`src/rtl/seven_seg_scanner.sv`:
```
// Multiplexed seven-segment driver: scans NUM_DIGITS hex digits onto shared
// active-low cathodes with dead time, PWM dimming and frame-latched inputs.
module seven_seg_scanner #(
    parameter int NUM_DIGITS     = 8,
    parameter int REFRESH_CYCLES = 100_000,
    parameter int BLANK_CYCLES   = 1000,
    parameter int BRIGHT_W       = 4
) (
    input  logic                    clk_in,
    input  logic                    rst_n_in,
    input  logic [4*NUM_DIGITS-1:0] val_in,
    input  logic [NUM_DIGITS-1:0]   dp_in,
    input  logic [NUM_DIGITS-1:0]   digit_en_in,
    input  logic                    lz_blank_in,
    input  logic [BRIGHT_W-1:0]     brightness_in,
    output logic [6:0]              cat_out,
    output logic                    dp_out,
    output logic [NUM_DIGITS-1:0]   an_out,
    output logic                    frame_out
);

    localparam int SLOT_W = (REFRESH_CYCLES > 1) ? $clog2(REFRESH_CYCLES) : 1;
    localparam int DIG_W  = (NUM_DIGITS > 1) ? $clog2(NUM_DIGITS) : 1;

    logic [SLOT_W-1:0]       slot_q, slot_d;
    logic [DIG_W-1:0]        digit_q, digit_d;
    logic [BRIGHT_W-1:0]     pwm_q;
    logic [4*NUM_DIGITS-1:0] val_sh_q;
    logic [NUM_DIGITS-1:0]   dp_sh_q;
    logic [NUM_DIGITS-1:0]   en_sh_q;
    logic                    lz_sh_q;
    logic [BRIGHT_W-1:0]     bright_sh_q;
    logic [NUM_DIGITS-1:0]   an_q, an_d;
    logic [6:0]              cat_q, cat_d;
    logic                    dp_q, dp_d;
    logic                    frame_q;

    logic                    slot_wrap, digit_last, latch;
    logic                    pwm_on, lit;
    logic                    zero_run;
    logic [NUM_DIGITS-1:0]   lz_mask;
    logic [3:0]              nibble;

    // Active-high segment pattern, bit order g..a.
    function automatic logic [6:0] hex_seg(input logic [3:0] n);
        case (n)
            4'h0: hex_seg = 7'b0111111;
            4'h1: hex_seg = 7'b0000110;
            4'h2: hex_seg = 7'b1011011;
            4'h3: hex_seg = 7'b1001111;
            4'h4: hex_seg = 7'b1100110;
            4'h5: hex_seg = 7'b1101101;
            4'h6: hex_seg = 7'b1111101;
            4'h7: hex_seg = 7'b0000111;
            4'h8: hex_seg = 7'b1111111;
            4'h9: hex_seg = 7'b1101111;
            4'hA: hex_seg = 7'b1110111;
            4'hB: hex_seg = 7'b1111100;
            4'hC: hex_seg = 7'b0111001;
            4'hD: hex_seg = 7'b1011110;
            4'hE: hex_seg = 7'b1111001;
            default: hex_seg = 7'b1110001;
        endcase
    endfunction

    assign slot_wrap  = (slot_q == SLOT_W'(REFRESH_CYCLES - 1));
    assign digit_last = (digit_q == DIG_W'(NUM_DIGITS - 1));
    assign latch      = slot_wrap && digit_last;

    assign slot_d  = slot_wrap ? '0 : slot_q + 1'b1;
    assign digit_d = !slot_wrap ? digit_q : (digit_last ? '0 : digit_q + 1'b1);

    assign pwm_on = (&bright_sh_q) || (pwm_q < bright_sh_q);
    assign nibble = val_sh_q[int'(digit_q)*4 +: 4];

    // Walk from the most significant digit down; a digit is blanked while every
    // nibble from the top down to it is zero. Digit 0 always stays visible.
    always_comb begin
        // NOTE: every variable written here gets a default first, so no path
        // leaves it unassigned and no latch is inferred.
        zero_run = 1'b1;
        lz_mask  = '0;
        for (int k = NUM_DIGITS - 1; k >= 0; k--) begin
            zero_run = zero_run && (val_sh_q[4*k +: 4] == 4'h0);
            if (k != 0) begin
                lz_mask[k] = lz_sh_q && zero_run;
            end
        end
    end

    always_comb begin
        an_d  = '1;
        cat_d = 7'h7F;
        dp_d  = 1'b1;
        lit   = (slot_q >= SLOT_W'(BLANK_CYCLES)) && en_sh_q[digit_q] &&
                !lz_mask[digit_q] && pwm_on;
        if (lit) begin
            an_d  = ~(NUM_DIGITS'(1) << digit_q);
            cat_d = ~hex_seg(nibble);
            dp_d  = ~dp_sh_q[digit_q];
        end
    end

    always_ff @(posedge clk_in or negedge rst_n_in) begin
        if (!rst_n_in) begin
            slot_q      <= '0;
            digit_q     <= '0;
            pwm_q       <= '0;
            val_sh_q    <= '0;
            dp_sh_q     <= '0;
            en_sh_q     <= '0;
            lz_sh_q     <= 1'b0;
            bright_sh_q <= '0;
            an_q        <= '1;
            cat_q       <= 7'h7F;
            dp_q        <= 1'b1;
            frame_q     <= 1'b0;
        end else begin
            // NOTE: non-blocking assignments so every register samples the
            // pre-edge value of the others, independent of statement order.
            slot_q  <= slot_d;
            digit_q <= digit_d;
            pwm_q   <= pwm_q + 1'b1;
            if (latch) begin
                val_sh_q    <= val_in;
                dp_sh_q     <= dp_in;
                en_sh_q     <= digit_en_in;
                lz_sh_q     <= lz_blank_in;
                bright_sh_q <= brightness_in;
            end
            an_q    <= an_d;
            cat_q   <= cat_d;
            dp_q    <= dp_d;
            frame_q <= latch;
        end
    end

    assign an_out    = an_q;
    assign cat_out   = cat_q;
    assign dp_out    = dp_q;
    assign frame_out = frame_q;

endmodule
```
`config.mk`:
```
export PLATFORM = sky130hd
export DESIGN_NAME = seven_seg_scanner
export DESIGN_NICKNAME = d
export VERILOG_FILES = /design/src/rtl/seven_seg_scanner.sv
export SDC_FILE = /design/constraint.sdc
export NUM_CORES = 1
export LEC_CHECK = 0
export BUFFER_PORTS_ARGS = -buffer_cell sky130_fd_sc_hd__buf_4
export CAP_MARGIN = 20
export CORE_ASPECT_RATIO = 0.8
export CORE_MARGIN = 1.5
export CORE_UTILIZATION = 25
export CTS_CLUSTER_SIZE = 8
export DETAILED_ROUTE_END_ITERATION = 8
export PLACE_DENSITY_LB_ADDON = 0.05
export SYNTH_ARGS = -nofsm -noshare
export SYNTH_HDL_FRONTEND = slang
export SYNTH_SLANG_ARGS = --single-unit
```
`constraint.sdc`:
```
create_clock -name clk_in -period 2.2 [get_ports clk_in]
set_input_delay 0.22 -clock clk_in [delete_from_list [all_inputs] [get_ports clk_in]]
set_output_delay 0.22 -clock clk_in [all_outputs]
set_load 0.005 [all_outputs]
```
==> out/metrics.csv, run 1 <==
stage;metric;value;unit
status;outcome;finished, violations left;
status;violations;design-rule violations;
yosys;avgSynthCellArea;13.1;µm²
layout;num_antenna_cells;0;
critical_path;setup.worst_path.class;flop to flop;
route;post_drt_wl_per_cell;16.2;µm
global_routing;grt_pass1_wl;17900;µm
critical_path;worstPathMaxFanout;5;
layout;layout_common_cells;buf_4, dfrtp_1, mux2_2, nand2_1, nand3_1;
power_and_ir_drop;leakage;0.00256;µW
route;dr_total_vias;2924;
critical_path;rr_worst_depth;8;
yosys;synth_area_leaders;dfrtp_1, mux2_2, dfstp_2;
yosys;ys.flop_type;dfrtp_1;
global_routing;overflow;0;
yosys;syn_inst;344;
timing;timing.final.crit_share;94.9;%
layout;final_common_cell;buf_4;
clock_tree;cts-htree-levels;3;
yosys;synth.distinct_cells;47;
flow_run;max-cap-violations;0;
die;die-width;153;µm
layout;fillers;1766;
critical_path;critPathArrivalTime;2360;ps
placement;dp_hpwl;8190;µm
yosys;yosysWarnings;0;
worst_hold_path;holdPathStages;2;
die;core;17500;µm²
layout;drive_gt1_share;46.3;%
worst_hold_path;hold_path_class;input port to flop;
die;dieArea;18800;µm²
yosys;synth_area_leader_cell;dfrtp_1;
clock_tree;clk_path_buf_depth;2;
yosys;async_flop_share;100;%
timing;slew_headroom;67.5;%
yosys;synth-seq-area-share;52.8;%
critical_path;crit_cells;8;
timing;drv_slew;0;
clock_tree;cts_sinks;94;
global_routing;grt_pass1_vias;3085;
yosys;synth_edf_count;0;
placement;io_buffers;71;
clock_tree;clk_pin_slew_worst_paths;70;ps
power_and_ir_drop;ir_drop;353;µV
critical_path;end_kind;flop;
placement;dpl_cell_area;5470;µm²
global_routing;grt_use_total;12.9;%
critical_path;path_buf_inv;1;
timing;grt_setup_unrepaired;no;
critical_path;cp-start-kind;flop;
clock_tree;clock_latency;350;ps
timing;max_slew.worst_pin.slew;488;ps
placement;gp_congestion;0.781;
critical_path;critical_path.cell_chain;mux4_2, nand2_1, o21a_1, inv_2, ha_2, or3_1, o21ai_0, o21ai_0;
route;drt_iter0_drc;107;
layout;syn_to_final_growth;29.3;%
timing;fmax;0.479;GHz
timing;period_needed;2090;ps
power_and_ir_drop;powerDensity;629;nW/µm²
die;chipHeight;123;µm
clock_tree;cts_tree;done;
critical_path;required;2470;ps
route;routed_wirelength;10900;µm
global_routing;grt_max_degree;45;
critical_path;slowest_delay;520;ps
layout;final_core_util;33.3;%
route;ant_nets;0;
die;rows;43;
yosys;synth_seq_cells;94;
critical_path;cp_top_family;multiplexers;
route;viasPerCell;4.34;
clock_tree;root_buffer;clkbuf_16;
route;drc_errors;2;
layout;nets;517;
clock_tree;cts_buffers;9;
timing;fin_skew;9.78;ps
critical_path;crit_top_cell;o21ai_0;
timing;hold_viol;0;
yosys;synth_top_area_share;43.4;%
critical_path;reg2reg_slack;110;ps
die;num_io_pins;72;
layout;design_area;5810;µm²
route;dr.pass1.iters;8;
die;start_util;25.7;%
timing;setup_viol;0;
global_routing;antenna_found_initial;0;
yosys;synth_nets;417;
critical_path;critPathSlowestCell;mux4_2;
yosys;synth_area;4500;µm²
-- registers in the layout (all words and copies together), names as in the netlist, 3 cells and up --
| signal | flops |
|---|---|
| val_sh_q | 32 |
| slot_q | 17 |
| an_out | 8 |
| dp_sh_q | 8 |
| en_sh_q | 8 |
| cat_out | 7 |
| bright_sh_q | 4 |
| pwm_q | 4 |
| digit_q | 3 |
-- synthesized netlist by cell type, types with 2 or more instances --
cell      instances
dfrtp_1          78
mux2_2           43
nand2_1          24
ha_1             18
nand3_1          17
dfstp_2          16
nor2_1           15
inv_1            12
mux2_4           10
mux2i_1          10
mux4_2            9
xnor2_1           9
nor4_1            8
o21ai_0           8
xor2_1            8
a21oi_1           6
buf_2             6
buf_6             5
nand4_1           4
mux2_1            3
o211ai_1          3
o221ai_1          3
a31oi_1           2
and4_1            2
clkbuf_1          2
nand2b_1          2
-- what timing repair did --
item | in CTS | in global routing
setup endpoints to repair | 1 | 8
cloned | 0 | 0
endpoints found under the hold margin | 29 | 0
hold buffers | 1 | 0
setup buffers | 0 | 2
resized for setup | 1 | 6
pin swaps | 0 | 1
-- where the power goes --
part,internal [µW],total (µW),switching [µW]
sequential,1780,1820,40.9
clock,913,1600,686
combinational,143,241,97.3
total,2840,3660,824
-- through the flow --
stage                     setup WS (ps)  setup TNS [ps]  hold WS [ps]  cells  total power [µW]
after floorplan                    20.3               0         -75.6    344              1930
after global routing               14.4               0          66.1    674              3840
after detailed placement           4.44               0           220    655              2100
after CTS                          23.8               0          69.9    672              3730
after global placement            -19.9           -30.3           219    655              2100
final                               113               0          80.4    674              3660
-- final timing paths --
check | startpoint | end
setup / recovery | digit_q[1]$_DFFE_PN0N_ | cat_out[0]$_DFF_PN1_
hold / removal | digit_en_in[6] | en_sh_q[6]$_DFFE_PN0P_
setup reg to reg | digit_q[1]$_DFFE_PN0N_ | cat_out[0]$_DFF_PN1_
hold reg to reg | pwm_q[0]$_DFF_PN0_ | pwm_q[0]$_DFF_PN0_
max in group asynchronous | rst_n_in | val_sh_q[6]$_DFFE_PN0P_
min in group asynchronous | rst_n_in | pwm_q[0]$_DFF_PN0_
-- metal layers --
metal  track usage [%]  wire length (µm)
met1              19.3              5870
met2              17.0              4420
met3              4.03               495
met4              4.60               144
met5                 0                 0
-- logic make-up after synthesis --
logic type                 after synthesis  synth area share [%]
AOI/OAI and AO/OA                       29                  4.18
adders and majority gates               18                  5.01
DFF                                     94                  52.8
buffers and inverters                   26                  3.17
muxes                                   75                  21.6
xor gates and xnor gates                17                  3.31
and+or+nand+nor                         85                  9.96
-- area by class of cell --
cell class | instances | area, µm² | share of cell area (%)
well taps | 225 | 282 | 4.84
clock inverters | 5 | 58.8 | 1.01
multi-input cells | 224 | 2000 | 34.4
repair buffers | 102 | 810 | 13.9
clock buffers | 11 | 243 | 4.17
inverters | 13 | 48.8 | 0.839
flip-flops and latches | 94 | 2370 | 40.8
Note: power is estimated with default switching activity, not from simulation.
==> run 2, diff against run 1 <==
- CTS_BUF_LIST: not set -> sky130_fd_sc_hd__clkbuf_4 sky130_fd_sc_hd__clkbuf_8 sky130_fd_sc_hd__clkbuf_16
==> run 2 against run 1 <==
The flow still finishes with violations (design-rule violations). Hold slack hardly changed. Die area unchanged. Flip-flop and latch count is the same. Clock power barely moved. Non-clock buffer count unchanged. Worst setup slack unchanged. Sequential share of layout area is essentially flat. Wire length hardly changed. Largest cell class unchanged.
==> out/metrics.csv, run 2 (same netlist as run 1, synthesis figures left out) <==
stage;metric;value;unit;change
status;outcome;finished, violations left;;
status;violations;design-rule violations;;
timing;fmax;0.479;GHz;unchanged
route;post_drt_wl_per_cell;16.2;µm;about the same
placement;dpl_cell_area;5470;µm²;unchanged
route;dr_total_vias;2923;;-0.034%
layout;top_regs;val_sh_q x32, slot_q x17;;
power_and_ir_drop;leakage;0.00256;µW;+0.13%
worst_hold_path;worstHoldEndpoint;en_sh_q[6]$_DFFE_PN0P_;;
route;ant_nets;0;;unchanged
clock_tree;cts_sinks;94;;unchanged
power_and_ir_drop;combinationalPowerShare;6.6;%;about the same
layout;regMostFlops;val_sh_q;;
placement;dpl_worst_slack;4.44;ps;unchanged
die;dieArea;18800;µm²;unchanged
flow_run;max-cap-violations;0;;unchanged
die;chipHeight;123;µm;unchanged
critical_path;r2r-end;cat_out[0]$_DFF_PN1_;;
timing;fin_tns_setup;0;ps;unchanged
die;die-width;153;µm;unchanged
clock_tree;root_buffer;clkbuf_16;;
placement;dp_hpwl;8190;µm;unchanged
timing;fin_skew;9.78;ps;-0.00105 ps
critical_path;required;2470;ps;about the same
critical_path;rr_worst_depth;8;;unchanged
clock_tree;clock_latency;350;ps;about the same
timing;layout_setup_ws;113;ps;unchanged
layout;largest_register_ffs;32;;unchanged
die;start_util;25.7;%;unchanged
layout;fillers;1765;;-0.057%
power_and_ir_drop;ir_drop;352;µV;about the same
die;core;17500;µm²;unchanged
timing;grt_setup_unrepaired;no;;
die;num_io_pins;72;;unchanged
layout;syn_to_final_growth;29.4;%;about the same
global_routing;grt_pass1_vias;3085;;unchanged
power_and_ir_drop;netSwitchingFraction;22.4;%;-0.074 points
placement;io_buffers;71;;unchanged
power_and_ir_drop;powerDensity;631;nW/µm²;+0.28%
timing;hold_viol;0;;unchanged
die;rows;43;;unchanged
timing;drv_slew;0;;unchanged
layout;num_antenna_cells;0;;unchanged
worst_hold_path;holdPathStages;2;;unchanged
critical_path;critPathArrivalTime;2360;ps;about the same
power_and_ir_drop;p_int;2850;µW;+0.43%
critical_path;rr_startpoint;digit_q[1]$_DFFE_PN0N_;;
placement;gp_congestion;0.781;;unchanged
layout;layout_common_cells;buf_4, dfrtp_1, mux2_2, nand2_1, nand3_1;;
clock_tree;clk_pin_slew_worst_paths;70;ps;about the same
route;routed_wirelength;10900;µm;about the same
power_and_ir_drop;sequentialPowerShare;49.6;%;about the same
timing;timing.final.crit_share;94.9;%;unchanged
route;viasPerCell;4.34;;about the same
critical_path;cp-start-kind;flop;;
clock_tree;cts_tree;done;;
layout;nets;517;;unchanged
critical_path;worstPathMaxFanout;5;;unchanged
worst_hold_path;hold_path_class;input port to flop;;
route;drt_iter0_drc;107;;unchanged
critical_path;startpoint;digit_q[1]$_DFFE_PN0N_;;
timing;period_needed;2090;ps;unchanged
critical_path;reg2reg_slack;110;ps;about the same
global_routing;grt_max_degree;45;;unchanged
clock_tree;clk_path_buf_depth;2;;unchanged
power_and_ir_drop;p_total;3670;µW;+0.34%
global_routing;grt_pass1_wl;17900;µm;unchanged
power_and_ir_drop;pwr-share-clk;43.9;%;+0.2 points
clock_tree;cts-htree-levels;3;;unchanged
clock_tree;cts_buffers;9;;unchanged
power_and_ir_drop;power.switching;824;µW;about the same
route;dr.pass1.iters;8;;unchanged
global_routing;grt_use_total;12.9;%;unchanged
timing;setup_viol;0;;unchanged
layout;final_core_util;33.3;%;about the same
layout;final_common_cell;buf_4;;
worst_hold_path;hp-start;digit_en_in[6];;
timing;max_slew.worst_pin.slew;489;ps;+0.357 ps
timing;slew_headroom;67.4;%;about the same
critical_path;end_kind;flop;;
global_routing;overflow;0;;unchanged
layout;drive_gt1_share;46.5;%;+0.22 points
critical_path;setup.worst_path.class;flop to flop;;
route;drc_errors;2;;unchanged
global_routing;antenna_found_initial;0;;unchanged
layout;design_area;5820;µm²;about the same
-- run 2: cell counts in the layout (fill, tap and decap cells not counted) --
No cell type changed its count.
-- run 2: power by group through the flow --
stage / logic [µW] / clock network (µW) / registers (µW)
3_3_place_gp: 243 / 0 / 1860
6_report: 241 / 1610 / 1820
5_1_grt: 268 / 1760 / 1830
3_5_place_dp: 245 / 0 / 1850
2_1_floorplan: 103 / 0 / 1830
4_1_cts: 247 / 1670 / 1820
-- run 2: how the worst max path moves through the flow --
stage | end | slack (ps) | cells past startpoint
2_1_floorplan | cat_out[0]$_DFF_PN1_ | 20 | 10
3_3_place_gp | cat_out[1]$_DFF_PN1_ | -20 | 8
3_5_place_dp | cat_out[1]$_DFF_PN1_ | 4 | 8
4_1_cts | cat_out[0]$_DFF_PN1_ | 20 | 8
5_1_grt | cat_out[0]$_DFF_PN1_ | 10 | 8
6_report | cat_out[0]$_DFF_PN1_ | 110 | 8
-- run 2: routing by layer --
| layer | global-route usage, % | wire length (µm) |
|---|---|---|
| met5 | 0 | 0 |
| met3 | 4.03 | 514 |
| met1 | 19.3 | 5850 |
| met4 | 4.60 | 144 |
| met2 | 17.0 | 4420 |
-- run 2: metrics by stage --
stage / hold WS (ps) / instances
after floorplan: -75.6 / 344
after global placement: 219 / 655
after detailed placement: 220 / 655
after CTS: 69.9 / 672
after global routing: 66.1 / 674
final: 80.5 / 674
-- run 2: worst max-delay path, stage by stage (launching register included) --
cell     delay [ps]
dfrtp_2         420
mux4_2          520
nand2_1          80
o21a_1          170
inv_2            70
ha_2            200
or3_1           360
o21ai_0          80
o21ai_0         110
-- run 2: layout make-up --
type | count | area [µm²] | area share [%]
Sequential cell | 94 | 2370 | 40.8
Multi-Input combinational cell | 224 | 2000 | 34.3
Timing Repair Buffer | 102 | 810 | 13.9
Tap cell | 225 | 282 | 4.84
Clock buffer | 11 | 246 | 4.24
Clock inverter | 5 | 58.8 | 1.01
Inverter | 13 | 48.8 | 0.839
-- run 2: repair_timing --
| action | 4_1_cts | 5_1_grt |
|---|---|---|
| pin swaps | 0 | 1 |
| endpoints found under the setup margin | 1 | 8 |
| hold buffers | 1 | 0 |
| hold endpoints to repair | 29 | 0 |
| gates resized for setup | 1 | 6 |
| setup buffers | 0 | 2 |
==> run 3, diff against run 2 <==
- CELL_PAD_IN_SITES_DETAIL_PLACEMENT: not set -> 0
- CELL_PAD_IN_SITES_GLOBAL_PLACEMENT: not set -> 1
==> run 3 against run 2 <==
The flow still finishes with violations (design-rule violations). Wire length grew 3.9%. Worst setup slack lost 46 ps. Die area is the same. Design area grew 2.5%. Critical path type unchanged. Flip-flop and latch count is the same. Count of clock-buffer cells in the layout shrank 1. Clock power grew 14%. Final cell count grew 0.89%. Hold slack gained 3.7 ps. Sequential share of layout area shrank 1.0 points. Largest cell class unchanged. Via count grew 2.6%.
==> out/metrics.csv, run 3 (same netlist as run 1, synthesis figures left out) <==
stage;metric;value;unit;change
route;routed_wirelength;11400;µm;+3.9%
critical_path;cp-start-kind;flop;;
critical_path;rr_worst_depth;5;;-3
timing;setup_viol;0;;unchanged
layout;largest_register_ffs;32;;unchanged
layout;syn_to_final_growth;32.7;%;
route;dr.pass1.iters;6;;-2
timing;drv_slew;0;;unchanged
timing;fmax;0.469;GHz;-2.1%
die;die-width;153;µm;unchanged
route;drc_errors;1;;-1
critical_path;critPathArrivalTime;2370;ps;about the same
clock_tree;cts-htree-levels;3;;unchanged
layout;final_common_cell;buf_4;;
timing;grt_setup_unrepaired;yes;;
route;drt_iter0_drc;127;;+19%
critical_path;cp_top_family;simple AND/OR/NAND/NOR gates;;
timing;slew_headroom;65.8;%;-1.7 points
clock_tree;clk_path_buf_depth;2;;unchanged
die;start_util;25.7;%;unchanged
timing;fin_tns_setup;0;ps;unchanged
layout;top_regs;val_sh_q x32, slot_q x17;;
timing;hold_viol;0;;unchanged
clock_tree;root_buffer;clkbuf_16;;
timing;fin_skew;10.4;ps;+0.603 ps
status;outcome;finished, violations left;;
layout;design_area;5970;µm²;+2.5%
critical_path;critPathSlowestCell;or4_4;;
critical_path;crit_cells;5;;-3
layout;regArea;2370;µm²;unchanged
clock_tree;cts_tree;done;;
route;dr_total_vias;3000;;+2.6%
die;chipHeight;123;µm;unchanged
route;viasPerCell;4.41;;+1.7%
layout;nets;523;;+1.2%
power_and_ir_drop;leakage;0.00263;µW;+2.4%
flow_run;max-cap-violations;0;;unchanged
global_routing;antenna_found_initial;0;;unchanged
global_routing;grt_max_degree;45;;unchanged
timing;period_needed;2130;ps;+45.8 ps
worst_hold_path;holdPathStages;2;;unchanged
worst_hold_path;hold_path_class;input port to flop;;
clock_tree;clk_pin_slew_worst_paths;70;ps;about the same
critical_path;end_kind;flop;;
placement;gp_congestion;0.734;;-5.9%
clock_tree;cts_sinks;94;;unchanged
global_routing;grt_pass1_vias;3164;;+2.6%
critical_path;required;2440;ps;-30 ps
power_and_ir_drop;ir_drop;372;µV;+5.4%
layout;num_antenna_cells;0;;unchanged
critical_path;critical_path.cell_chain;or4_4, nor4_4, nand2_4, buf_12, mux2_1;;
global_routing;overflow;0;;unchanged
power_and_ir_drop;powerDensity;655;nW/µm²;+3.8%
placement;dpl_cell_area;5500;µm²;+0.64%
clock_tree;clock_latency;350;ps;about the same
die;dieArea;18800;µm²;unchanged
layout;fillers;1723;;-2.4%
die;num_io_pins;72;;unchanged
layout;multi_input_area;2030;µm²;+1.8%
global_routing;grt_pass1_wl;18300;µm;+2.3%
layout;drive_gt1_share;47.5;%;+0.92 points
placement;io_buffers;71;;unchanged
placement;dp_hpwl;8570;µm;+4.5%
route;post_drt_wl_per_cell;16.7;µm;+3.0%
status;violations;design-rule violations;;
route;ant_nets;0;;unchanged
critical_path;path_buf_inv;1;;unchanged
layout;regMostFlops;val_sh_q;;
layout;layout_common_cells;buf_4, dfrtp_1, mux2_2, nand2_1, nand3_1;;
critical_path;worstPathMaxFanout;12;;+7
timing;hold_ws;84.3;ps;+3.73 ps
die;core;17500;µm²;unchanged
timing;max_slew.worst_pin.slew;509;ps;+20.3 ps
die;rows;43;;unchanged
timing;timing.final.crit_share;97.0;%;+2.1 points
critical_path;slowest_delay;580;ps;+60 ps
clock_tree;cts_buffers;9;;unchanged
global_routing;grt_use_total;13.0;%;+0.18 points
critical_path;setup.worst_path.class;flop to flop;;
[run 3: cell types whose count changed in the layout (fill, tap and decap cells not counted), moves of 2 or more]
cell	previous run	this run
bufinv_16	1	3
buf_6	1	4
o21ai_0	8	5
o21ai_1	0	3
[run 3: final cells by class]
| class | instances | share of cell area [%] |
|---|---|---|
| Tap cell | 225 | 4.72 |
| Multi-Input combinational cell | 224 | 34.1 |
| Inverter | 13 | 0.881 |
| Clock inverter | 6 | 1.82 |
| Sequential cell | 94 | 39.8 |
| Clock buffer | 10 | 4.01 |
| Timing Repair Buffer | 108 | 14.7 |
[run 3: per-stage QoR]
| step | setup WS (ps) | util (%) | instances | total power [µW] |
|---|---|---|---|---|
| 3_3_place_gp | -179 | 31.5 | 658 | 2100 |
| 2_1_floorplan | 20.3 | - | 344 | 1930 |
| 6_report | 66.7 | 34.1 | 680 | 3910 |
| 4_1_cts | 17.2 | 33.6 | 676 | 3980 |
| 3_5_place_dp | -137 | 31.5 | 658 | 2100 |
| 5_1_grt | -4.20 | 34.1 | 680 | 4080 |
[run 3: final timing paths]
check,from,end,slack [ps]
max,slot_q[14]$_DFF_PN0_,en_sh_q[6]$_DFFE_PN0P_,70
min,digit_en_in[5],en_sh_q[5]$_DFFE_PN0P_,80
max reg2reg,slot_q[14]$_DFF_PN0_,en_sh_q[6]$_DFFE_PN0P_,70
min reg2reg,pwm_q[0]$_DFF_PN0_,pwm_q[0]$_DFF_PN0_,470
max in group asynchronous,rst_n_in,dp_out$_DFF_PN1_,1260
min in group asynchronous,rst_n_in,pwm_q[0]$_DFF_PN0_,310
[run 3: worst register-to-register path: stages (launching register included)]
cell	delay, ps
dfrtp_1	380
or4_4	580
nor4_4	370
nand2_4	190
buf_12	200
mux2_1	310
[run 3: per-layer routing]
| layer | global-route usage (%) | vias up | share of wire, % |
|---|---|---|---|
| met2 | 18.3 | 66 | 41 |
| met3 | 3.19 | 11 | 4.0 |
| met1 | 19.2 | 1485 | 53 |
| met5 | 0 | - | 0 |
| met4 | 4.96 | 0 | 1.5 |
| li1 | - | 1438 | - |
[run 3: timing repair]
item / 4_1_cts / 5_1_grt
pin swaps: 2 / 3
cloned: 0 / 1
setup endpoints to repair: 17 / 28
gates resized for setup: 2 / 18
buffers inserted: 1 / 3
hold endpoints to repair: 21 / 0
hold buffers: 1 / 0
[run 3: where the power goes]
part / internal (µW) / switching [µW] / leakage, µW
registers: 1780 / 40.5 / 0.00111
clock network: 1140 / 693 / 0.000162
logic: 151 / 105 / 0.00135
